File: config.mk
export PLATFORM = sky130hd
export DESIGN_NAME = enm_path_ctrl
export DESIGN_NICKNAME = d
export VERILOG_FILES = /design/src/rtl/enm_path_ctrl.sv
export SDC_FILE = /design/constraint.sdc
export NUM_CORES = 1
export LEC_CHECK = 0
export BUFFER_PORTS_ARGS = -buffer_cell sky130_fd_sc_hd__buf_2
export CAP_MARGIN = 20
export CORE_AREA = 2 2 149 224
export CTS_BUF_LIST = sky130_fd_sc_hd__clkbuf_16
export CTS_CLUSTER_DIAMETER = 60
export CTS_CLUSTER_SIZE = 28
export DETAILED_ROUTE_END_ITERATION = 10
export DIE_AREA = 0 0 151 226
export GPL_TIMING_DRIVEN = 0
export PLACE_DENSITY = 0.82
export SLEW_MARGIN = 30
export SYNTH_ARGS = -nofsm -noshare
export SYNTH_HDL_FRONTEND = slang
export SYNTH_SLANG_ARGS = --single-unit
File: constraint.sdc
create_clock -name clk22 -period 5.8 [get_ports clk22]
set_input_delay 1.16 -clock clk22 [delete_from_list [all_inputs] [get_ports clk22]]
set_output_delay 1.16 -clock clk22 [all_outputs]
set_load 0.02 [all_outputs]
File: src/rtl/enm_path_ctrl.sv
// enm_path_ctrl: per-enemy three-phase path controller with mirroring, pause and timed respawn.
// Ports: clk22/rst (sync, active-high) tick clock and reset; enmhp/spawn_x/spawn_y/mirror are
// packed per-enemy inputs; pause freezes motion and timers; enmx/enmy/alive/phase/kill_pulse are
// registered per-enemy outputs (phase 00=A, 01=B, 10=C, 11=DEAD).
module enm_path_ctrl #(
    parameter int N_ENM         = 4,
    parameter int XW            = 10,
    parameter int HPW           = 7,
    parameter int HP_HI         = 80,
    parameter int HP_LO         = 40,
    parameter int Y_MIN         = 20,
    parameter int Y_MAX         = 200,
    parameter int X_SPAN        = 100,
    parameter int VSTEP         = 2,
    parameter int HSTEP         = 1,
    parameter int RESPAWN_TICKS = 64
) (
    input  logic                  clk22,
    input  logic                  rst,
    input  logic [N_ENM*HPW-1:0]  enmhp,
    input  logic [N_ENM*XW-1:0]   spawn_x,
    input  logic [N_ENM*XW-1:0]   spawn_y,
    input  logic [N_ENM-1:0]      mirror,
    input  logic                  pause,
    output logic [N_ENM*XW-1:0]   enmx,
    output logic [N_ENM*XW-1:0]   enmy,
    output logic [N_ENM-1:0]      alive,
    output logic [N_ENM*2-1:0]    phase,
    output logic [N_ENM-1:0]      kill_pulse
);
    typedef enum logic [1:0] {ST_A = 2'b00, ST_B = 2'b01, ST_C = 2'b10, ST_DEAD = 2'b11} st_t;

    localparam int TW = $clog2(RESPAWN_TICKS + 1);
    localparam logic [TW-1:0]  TMAX = TW'(RESPAWN_TICKS);
    localparam logic [HPW-1:0] HI   = HPW'(HP_HI);
    localparam logic [HPW-1:0] LO   = HPW'(HP_LO);
    localparam logic [XW-1:0]  YMN  = XW'(Y_MIN);
    localparam logic [XW-1:0]  YMX  = XW'(Y_MAX);
    localparam logic [XW-1:0]  VS   = XW'(VSTEP);
    localparam logic [XW-1:0]  HS   = XW'(HSTEP);
    localparam logic [XW:0]    SPAN = (XW+1)'(X_SPAN);

    // One step of size s from p toward t, clamped to t; widened by one bit so nothing wraps.
    function automatic logic [XW-1:0] step_to(input logic [XW-1:0] p, input logic [XW-1:0] t,
                                              input logic [XW-1:0] s);
        logic [XW:0] pw, tw, sw;
        pw = {1'b0, p};
        tw = {1'b0, t};
        sw = {1'b0, s};
        if (pw < tw)      step_to = (pw + sw >= tw) ? t : p + s;
        else if (pw > tw) step_to = (pw < tw + sw) ? t : p - s;
        else              step_to = p;
    endfunction

    for (genvar i = 0; i < N_ENM; i++) begin : g_enm
        st_t              st_q, st_d, dec;
        logic [XW-1:0]    x_q, x_d, y_q, y_d, sx, sy, xb_t;
        logic [TW-1:0]    t_q, t_d;
        logic             k_q, k_d, m;
        logic [HPW-1:0]   hp;
        logic [XW:0]      sum, dif;

        assign hp  = enmhp[i*HPW +: HPW];
        assign sx  = spawn_x[i*XW +: XW];
        assign sy  = spawn_y[i*XW +: XW];
        assign m   = mirror[i];
        assign dec = (hp == '0) ? ST_DEAD : (hp > HI) ? ST_A : (hp > LO) ? ST_B : ST_C;
        // Phase B target saturates at the coordinate range edges.
        assign sum  = {1'b0, sx} + SPAN;
        assign dif  = {1'b0, sx} - SPAN;
        assign xb_t = m ? (dif[XW] ? '0 : dif[XW-1:0]) : (sum[XW] ? '1 : sum[XW-1:0]);

        always_ff @(posedge clk22) begin
            if (rst) begin
                st_q <= ST_A;
                x_q  <= sx;
                y_q  <= sy;
                t_q  <= '0;
                k_q  <= 1'b0;
            end else begin
                st_q <= st_d;
                x_q  <= x_d;
                y_q  <= y_d;
                t_q  <= t_d;
                k_q  <= k_d;
            end
        end

        always_comb begin
            st_d = st_q;
            x_d  = x_q;
            y_d  = y_q;
            t_d  = t_q;
            k_d  = 1'b0;
            if (st_q != ST_DEAD) begin
                // Death is honoured even while paused.
                if (dec == ST_DEAD) begin
                    st_d = ST_DEAD;
                    x_d  = '0;
                    y_d  = '0;
                    t_d  = '0;
                    k_d  = 1'b1;
                end else if (!pause) begin
                    st_d = dec;
                    if (dec == ST_A) begin
                        x_d = sx;
                        y_d = step_to(y_q, m ? YMN : YMX, VS);
                    end else if (dec == ST_B) begin
                        x_d = step_to(x_q, xb_t, HS);
                    end else begin
                        y_d = step_to(y_q, m ? YMX : YMN, VS);
                    end
                end
            end else if (!pause) begin
                if (t_q == TMAX && dec != ST_DEAD) begin
                    st_d = dec;
                    x_d  = sx;
                    y_d  = sy;
                end else if (t_q != TMAX) begin
                    t_d = t_q + 1'b1;
                end
            end
        end

        assign enmx[i*XW +: XW] = x_q;
        assign enmy[i*XW +: XW] = y_q;
        assign alive[i]         = (st_q != ST_DEAD);
        assign phase[i*2 +: 2]  = st_q;
        assign kill_pulse[i]    = k_q;
    end
endmodule

Yosys cells after proc, flatten, opt, wreduce, memory -nomap -nowiden:

Cells that the tools add are included.

* register bits: 120
* output and inout port bits: 96
* word-level logic and storage cells: 428

* add/subtract/negate cells: 48
* magnitude comparators: 56
* equality and inequality tests: 68
* multiplexer cells: 188
* bitwise logic cells: 4
* reductions and logical operators: 44

Operator list (count)
* 10-bit 2-to-1 mux: 124
* 7-bit 2-to-1 mux: 20
* 10-bit by 1-bit adder with 11-bit output, second input constant: 8
* 11-bit by 8-bit >= comparator with 1-bit output: 8
* 10-bit by 8-bit greater-than comparator with 1-bit output: 8
* 10-bit by 8-bit < comparator with 1-bit output: 8
* 10-bit by 9-bit < comparator with 1-bit output: 8
* 8-bit by 2-bit adder with 9-bit output, second input constant: 8
* 2-bit 2-to-1 mux: 32
* 8-bit 2-to-1 mux: 8
* 6-bit by 2-bit != test with 1-bit output, second input constant: 8
* 10-bit by 2-bit adder with 11-bit output, second input constant: 4
* 10-bit by 7-bit adder with 11-bit output, second input constant: 4
* 11-bit by 10-bit >= comparator with 1-bit output: 4
* 10-bit by 11-bit < comparator with 1-bit output: 4
* 10-bit by 7-bit subtractor with 11-bit output, second input constant: 4
* 10-bit by 1-bit adder with 10-bit output, second input constant: 4
* 10-bit by 2-bit adder with 10-bit output, second input constant: 4
* 10-bit greater-than comparator: 4
* 10-bit < comparator: 4
* 10-bit by 1-bit subtractor with 10-bit output, second input constant: 4
* 10-bit by 2-bit subtractor with 10-bit output, second input constant: 4
* 7-bit by 1-bit adder with 7-bit output, second input constant: 4
* 7-bit == test, second input constant: 4
* other kinds (23): 116

Logic depth before layout (Yosys ltp):

Gate-level depths: netlist of run 1.

* word-level depth: 14
* depth in mapped cells: 22
* depth with buffers taken out: 21

Least setup slack after synthesis of run 1:

OpenSTA, ideal clock, no wires.

* path type: in2reg
* start point: input port spawn_x[38]
* end point: register g_enm[3].x_q[1] (data pin)
* library setup time: 0.257 ns
* data arrival time: 4.997 ns
* slack: 0.546 ns
* cell stages on the path: 20
* path through: buf_2 -> nor4b_1 -> o21ai_1 -> a21oi_1 -> inv_1 -> ha_1 -> nor2b_1 -> a22oi_1 -> nor4_4 -> nand2_1 -> xnor2_1 -> ha_1 -> and4_1 -> o21ai_0 -> nor2_1 -> nor3b_1 -> a41oi_2 -> and2_1 -> a211o_1 -> a32o_1

* cells in the longest elaborated chain, start to end: 14

RTL lines
* start: declaration: RTL line 21 `input logic [N_ENM*XW-1:0] spawn_x,`
* 10-bit by 7-bit adder with 11-bit output / 10-bit by 7-bit subtractor with 11-bit output (equally long branches): RTL line 69, 70
* 10-bit 2-to-1 mux: RTL line 71 `assign xb_t = m ? (dif[XW] ? '0 : dif[XW-1:0]) : (sum[XW] ? '1 : sum[XW-1:0]);`
* 10-bit 2-to-1 mux (*): RTL line 71
* 10-bit by 1-bit adder with 11-bit output: RTL line 51 `else if (pw > tw) step_to = (pw < tw + sw) ? t : p - s;`
* 10-bit by 11-bit < comparator with 1-bit output: RTL line 51
* 10-bit 2-to-1 mux (2 in a row): RTL line 51
* 10-bit 2-to-1 mux (*): RTL line 50 `if (pw < tw) step_to = (pw + sw >= tw) ? t : p + s;`
* 10-bit 2-to-1 mux (*): RTL line 108 `end else if (dec == ST_B) begin`
* 10-bit 2-to-1 mux (*): RTL line 105 `if (dec == ST_A) begin`
* 10-bit 2-to-1 mux (*): RTL line 103 `end else if (!pause) begin`
* 10-bit 2-to-1 mux (*): RTL line 97 `if (dec == ST_DEAD) begin`
* 10-bit 2-to-1 mux (*): RTL line 95 `if (st_q != ST_DEAD) begin`
* 10-bit 2-to-1 mux (*): RTL line 74 `if (rst) begin`
* end signal: assignment: RTL line 76 `x_q <= sx;`
* end signal: assignment: RTL line 82 `x_q <= x_d;`
* end: declaration: RTL line 57 `logic [XW-1:0] x_q, x_d, y_q, y_d, sx, sy, xb_t;`

Mark *: on every way between the ends. The rest lies on a longest branch, timed or not. The select of a mux whose other input is x is not followed.
A chain may end at the register's enable or synchronous reset.

Worst setup path in the final report of run 1:

* start point: input port spawn_x[32]
* end point: register g_enm[3].x_q[1] (data pin)

Same word-level chain as after synthesis.

==> qor.yml, run 1 <==
floorplan:
  die_y_um: 226
  start_util_pct: 54.51
  die_area_um2: 34130
  die_w_um: 151
  ios: 211
  rows: 81
  core_area_um2: 32230
sta:
  skew_ns: 0.009675
  hold_viol: 0
  worstMarginPinSlew_ns: 1.011
  min_period_ns: 5.550
  drv_slew: 0
  tns_ns: 0
  max_slew_margin_pct: 32.02
  setup_viol: 0
  hold_ws_ns: 0.4865
  finalCritPeriodShare_pct: 95.69
  fmax_mhz: 180.2
grt:
  grt_pass1_vias: 18282
  grt.total_usage_pct: 32.20
  grt_pass1_wl_um: 88740
  antenna_found_initial: 1
  grt_start_max_net_pins: 21
  grt.overflow.total: 0
pwr:
  power_density_nw_per_um2: 270.6
  p_leak_nw: 8.420
  ir_drop_uv: 224.6
clock_tree:
  cts_root_buf: "clkbuf_16"
  clock_latency_ns: 0.45
  cts_tree: "done"
  clk_pin_slew_worst_paths_ns: 0.06
  numCtsBuffers: 17
  cts_max_path_buffers: 2
  htreeDepth: 4
  clock-sinks: 120
  cts_setup_buffers: 0
logic_synthesis:
  synth_most_common_cell: "ha_1"
  synth_xor_area_share_pct: 8.226
  synthFlopType: "edfxtp_1"
  ys_ff_latch: 120
  synth_edf_count: 80
  yosysUniqueCellTypes: 95
  ys_warn_count: 0
  ys_seq_area_share_pct: 18.23
  synth-compound-area-share_pct: 25.07
  netlist.area_leader.share_pct: 17.38
  synth.area.top_cells: "ha_1 (17%), edfxtp_1 (14%), xnor2_1 (5.1%)"
  synth_nets: 2604
  synth_largest_area_cell: "ha_1"
  synthArstFlopShare_pct: 0
  synthMuxAreaShare_pct: 2.229
  synth_top_family_by_area: "compound AO/OA/AOI/OAI gates"
  synth_fa_ha_area_share_pct: 17.38
  syn_area_per_cell_um2: 7.825
  synthesis.area_um2: 17570
  synth_common_cells: "ha_1 (244), nor2_1 (212), nand2_1 (191)"
  synth_cells: 2245
  yosys.area_share.simple_pct: 23.63
detailed_routing:
  drt_wl_total_um: 56870
  route.vias.total: 18923
  drtAntennaViolNets: 0
  route.detailed.drc: 0
  first_iter_violations: 1429
  viasPerCell: 6.541
  first_pass_iters: 6
  avgRoutedWirePerCell_um: 19.66
cells_and_area:
  antennaDiodeCount: 0
  n_fill_cell: 2877
  multi_input_area_um2: 13530
  nets: 2824
  final_layout_size_suffix_gt1_share_pct: 13.40
  area_delta_synth_final_pct: 12.72
  final_core_util_pct: 61.44
  regArea_um2: 3203
critical_path:
  endpoint: "g_enm[3].x_q[1]"
  crit_start: "spawn_x[32]"
  regToRegSetupSlack_ns: 1.44
  cp-start-kind: "input port"
  cp-end-kind: "flip-flop"
  cp_max_fo: 8
  path_class: "input port to flip-flop"
  r2r_cells: 15
  worstPathRequired_ns: 5.99
  crit_arrival_ns: 5.74
  r2r_start: "g_enm[1].x_q[2]"
  r2r-end: "g_enm[1].x_q[1]"
min_path:
  whs_path_depth: 2
  hp-start: "g_enm[0].t_q[0]"
  hold_path.class: "flip-flop to flip-flop"
run:
  maxCapViolCount: 0
place:
  place_congestion: 0.9907
  port_buffers: 201
  dp_hpwl_um: 44530
run_status:
  status: "complete, no violations"
==> area by class of cell <==
cell class	count	share of cell area (%)
clock buffers	22	2.780
inverters	131	2.483
flip-flops and latches	120	16.18
clock inverters	10	0.3728
plain buffers	98	2.161
multi-input cells	1896	68.32
well taps	415	2.622
repair buffers	201	5.080
==> per-stage QoR <==
step           instances  total power, W  instance area [um^2]  setup slack (ns)
6_report            2893        0.005358                 19800            0.2497
5_1_grt             2893        0.005681                 19800          -0.08136
4_1_cts             2893        0.005280                 19760           0.07790
3_5_place_dp        2861        0.004143                 19120           -0.6379
3_3_place_gp        2861        0.004035                 19090           -0.4706
2_1_floorplan       2245        0.003321                 17570            0.5464
==> worst max-delay path, stage by stage <==
cell      delay [ns]
buf_2           0.18
inv_1           0.08
ha_1            0.24
nor2b_1         0.17
nor2_1          0.23
nor2b_1         0.17
nor2_1          0.28
ha_1            0.26
nor2b_1         0.15
a22oi_1         0.12
nor4_4          0.28
nand2_1         0.11
xnor2_1         0.15
ha_1            0.30
and4_1          0.19
o21ai_0         0.12
a211oi_1        0.41
nor3b_2         0.15
a41oi_2         0.40
and2_1          0.24
o211ai_1        0.09
a32o_1          0.25
==> where the power goes <==
part / leakage, nW / total (W) / switching (W) / internal (W)
logic: 6.97 / 0.00290 / 0.00178 / 0.00113
clock network: 0.315 / 0.00113 / 0.000454 / 0.000678
registers: 1.13 / 0.00132 / 0.000253 / 0.00107
total: 8.42 / 0.00536 / 0.00249 / 0.00287
==> timing repair <==
| item | CTS | global route |
|---|---|---|
| setup endpoints to repair | 1 | 23 |
| hold endpoints to repair | 0 | 0 |
| hold buffers | 0 | 0 |
| gates resized for setup | 1 | 8 |
==> worst min-delay path by stage <==
stage,to,slack [ns]
after floorplan,g_enm[2].t_q[6],0.45
after global placement,g_enm[3].t_q[6],0.46
after detailed placement,g_enm[0].t_q[0],0.48
after CTS,g_enm[0].t_q[0],0.49
after global routing,g_enm[2].t_q[6],0.53
final,g_enm[0].t_q[0],0.49
==> state kept, by name, indices dropped and copies added, names as in the netlist <==
| name | count |
|---|---|
| g_enm.st_q | 8 |
| g_enm.t_q | 28 |
| g_enm.k_q | 4 |
| g_enm.x_q | 40 |
| g_enm.y_q | 40 |
==> placed cells by master, fill, tap and decap left out, types with 30 or more instances in the layout <==
cell type / count
a21oi_1: 138
nor2b_1: 38
nor3_1: 59
xor2_1: 63
o211ai_1: 30
buf_2: 225
inv_1: 130
ha_1: 244
edfxtp_1: 80
nand3_1: 69
nand2_1: 191
nand4_1: 30
dfxtp_1: 40
xnor2_1: 102
o21ai_0: 85
nor2_1: 211
clkbuf_1: 65
==> layer usage <==
metal / up-vias / wire (um) / GRT usage (%)
li1: 8841 / - / -
met1: 8858 / 20490 / 34.40
met2: 937 / 28530 / 57.45
met3: 285 / 3963 / 4.242
met4: 2 / 3880 / 23.09
met5: - / 8 / 0
==> cell families (layout without fill, tap and decap cells) <==
family / after synthesis / count (layout)
and+or+nand+nor: 820 / 820
AOI/OAI and AO/OA: 630 / 630
adders and majority gates: 244 / 244
buffers and inverters: 229 / 462
xor gates and xnor gates: 165 / 165
DFF: 120 / 120
muxes: 37 / 37
Note: power is estimated with default switching activity, not from simulation.
==> run 2, diff against run 1 <==
GPL_TIMING_DRIVEN = unset   (was 0)
SETUP_SLACK_MARGIN = 0.5   (was unset)
==> qor.yml, run 2 (synthesis gave the netlist of run 1 again) <==
run_status:
  status: "complete, no violations"  # unchanged
clock_tree:
  htreeDepth: 4  # unchanged
  clock-sinks: 120  # unchanged
  clk_pin_slew_worst_paths_ns: 0.06  # about the same
  clock_latency_ns: 0.45  # about the same
  numCtsBuffers: 17  # unchanged
  cts_root_buf: "clkbuf_16"  # unchanged
  postCtsHoldBufs: 0  # unchanged
  cts_setup_buffers: 0  # unchanged
  cts_tree: "done"  # unchanged
  cts_max_path_buffers: 2  # unchanged
critical_path:
  slowest_stage: "or4b_2"  # was a211oi_1
  path_delay_family: "compound AO/OA/AOI/OAI gates"  # was simple AND/OR/NAND/NOR gates
  r2r-end: "g_enm[3].y_q[7]"  # was g_enm[1].x_q[1]
  critPathMaxStageDelay_ns: 0.79  # was 0.41 ns
  cp-start-kind: "input port"  # unchanged
  regToRegSetupSlack_ns: 1.63  # was 1.44 ns
  r2r_start: "g_enm[3].y_q[1]"  # was g_enm[1].x_q[2]
  worstPathRequired_ns: 6.00  # was 5.99 ns
  path_class: "input port to flip-flop"  # unchanged
  path_cells: "buf_2, ha_1, a211o_1, a211o_1, a32oi_1, or2_0, ha_1, nand4_1, o21bai_1, a21oi_1, or4b_2, inv_1, nand2_1, a211o_1, a32o_1"  # was buf_2, inv_1, ha_1, nor2b_1, nor2_1, nor2b_1, nor2_1, ha_1, nor2b_1, a22oi_1, nor4_4, nand2_1, xnor2_1, ha_1, and4_1, o21ai_0, a211oi_1, nor3b_2, a41oi_2, and2_1, o211ai_1, a32o_1
  cp_max_fo: 8  # unchanged
  crit_start: "spawn_x[32]"  # unchanged
  cp_common_cell: "a211o_1"
  cp-end-kind: "flip-flop"  # unchanged
  path_buf_inv: 2  # unchanged
  crit_arrival_ns: 5.31  # was 5.74 ns
  r2r_cells: 11  # was 15
detailed_routing:
  drtAntennaViolNets: 0  # unchanged
  viasPerCell: 6.541  # about the same
  first_iter_violations: 1146  # was 1,429
  route.vias.total: 18590  # was 18.92k
  avgRoutedWirePerCell_um: 19.75  # was 19.66 um
  route.detailed.drc: 0  # unchanged
  first_pass_iters: 6  # unchanged
  drt_wl_total_um: 56140  # was 56,870 um
cells_and_area:
  area_delta_synth_final_pct: 12.14  # was 12.72%
  largest_registers: "g_enm.x_q: 40 flops, g_enm.y_q: 40 flops, g_enm.t_q: 28 flops"  # unchanged
  n_fill_cell: 2959  # was 2,877
  nets: 2773  # was 2,824
  multi_input_area_um2: 13510  # was 13,530 um^2
  final_cell_mix: "ha_1 (244), nor2_1 (211), buf_2 (210), nand2_1 (191), a21oi_1 (140)"  # was ha_1 (244), buf_2 (225), nor2_1 (211), nand2_1 (191), a21oi_1 (138)
  final_area_um2: 19700  # was 19,800 um^2
  antennaDiodeCount: 0  # unchanged
  final_core_util_pct: 61.12  # was 61.44%
  final_layout_size_suffix_gt1_share_pct: 14.22  # was 13.40%
  final_common_cell: "ha_1"  # unchanged
  regArea_um2: 3203  # unchanged
sta:
  max_slew_margin_pct: 38.51  # was 32.02%
  setup_viol: 0  # unchanged
  rsz0062_at_grt: "false"
  fmax_mhz: 195.6  # was 180.2 MHz
  setup_slack_ns: 0.6870  # was 0.2497 ns
  skew_ns: 0.01328  # was 0.009675 ns
  min_period_ns: 5.113  # was 5.550 ns
  worstMarginPinSlew_ns: 0.9161  # was 1.011 ns
  drv_slew: 0  # unchanged
  finalCritPeriodShare_pct: 88.16  # was 95.69%
  hold_viol: 0  # unchanged
  tns_ns: 0  # unchanged
place:
  pre_cts_ws_ns: 0.2325  # was -0.6379 ns
  dp_hpwl_um: 43640  # was 44,530 um
  port_buffers: 210  # was 201
  post_dp_cell_area_um2: 19000  # was 19,120 um^2
  place_congestion: 0.9779  # was 0.9907
grt:
  grt_pass1_wl_um: 90340  # was 88,740 um
  grtUsageMet1_pct: 34.79  # was 34.40%
  busiest_layer: "met2"  # unchanged
  grt.overflow.total: 0  # unchanged
  use_met3_pct: 4.505  # was 4.242%
  grt.met2_usage_pct: 59.16  # was 57.45%
  grt.total_usage_pct: 32.77  # was 32.20%
  grt_pass1_vias: 18493  # was 18.28k
  antenna_found_initial: 0  # was 1
  grt_start_max_net_pins: 39  # was 21
min_path:
  hold_path.class: "flip-flop to flip-flop"  # unchanged
  whs_path_depth: 2  # unchanged
  hp-start: "g_enm[3].t_q[6]"  # was g_enm[0].t_q[0]
  hold_path_end: "g_enm[3].t_q[6]"  # was g_enm[0].t_q[0]
floorplan:
  die_w_um: 151  # unchanged
  core_area_um2: 32230  # unchanged
  ios: 211  # unchanged
  die_area_um2: 34130  # unchanged
  start_util_pct: 54.51  # unchanged
  rows: 81  # unchanged
  die_y_um: 226  # unchanged
pwr:
  ir_drop_uv: 205.0  # was 224.6 uV
  power_density_nw_per_um2: 272.9  # was 270.6 nW/um^2
  p_leak_nw: 8.422  # was 8.420 nW
run:
  maxCapViolCount: 0  # unchanged
-- run 2: cell types whose count changed in the layout (fill, tap and decap cells not counted), moves of 3 or more --
cell and change:
inv_6 +3, a31oi_1 +3, clkbuf_1 -65, buf_2 -15
a31oi_2 -3, buf_4 +32
-- run 2: through the flow --
step | hold slack (ns) | cells | power (W)
finish | 0.4836 | 2842 | 0.005376
global route | 0.5102 | 2842 | 0.005747
CTS | 0.4861 | 2842 | 0.005327
detailed placement | 0.4749 | 2810 | 0.004139
global placement | 0.4638 | 2810 | 0.004050
floorplan | 0.4534 | 2245 | 0.003321
-- run 2: report_power, final --
group          internal (W)  leakage [nW]  switching (W)
combinational       0.00113          6.97        0.00166
clock              0.000705         0.318       0.000474
sequential          0.00107          1.13       0.000339
total               0.00291          8.42        0.00247
-- run 2: worst max-delay path by stage --
stage / slack, ns / end / cells after the start
2_1_floorplan: 0.55 / g_enm[3].x_q[1] / 20
3_3_place_gp: 0.36 / g_enm[3].x_q[1] / 15
3_5_place_dp: 0.23 / g_enm[3].x_q[1] / 22
4_1_cts: 0.69 / g_enm[3].x_q[1] / 22
5_1_grt: 0.49 / g_enm[3].x_q[4] / 23
6_report: 0.69 / g_enm[3].x_q[1] / 15
-- run 2: timing repair --
item,4_1_cts,5_1_grt
endpoints found under the setup margin,0,11
hold endpoints to repair,0,0
resized for setup,0,9
-- run 2: routing by layer --
metal	share of wire [%]	vias to the layer above	wire, um
li1	-	8739	-
met1	37	8735	20550
met2	50	842	28180
met3	6.5	274	3622
met4	6.7	0	3787
met5	0	-	0
-- run 2: cell type report --
type                    count  area share (%)
multi-input cells        1896           68.56
clock buffers              21           2.668
well taps                 415           2.636
flip-flops and latches    120           16.26
repair buffers            248           6.784
inverters                 131           2.496
clock inverters            11          0.5971
-- run 2: worst reg2reg max path: cells and delay by family (launching register included) --
kind	cells	cell delay, ns
AND/OR/NAND/NOR	4	1.27
AO/OA/AOI/OAI	4	0.80
adder cells (fa/ha/maj)	2	0.78
flip-flops	1	0.72
XOR/XNOR	1	0.32
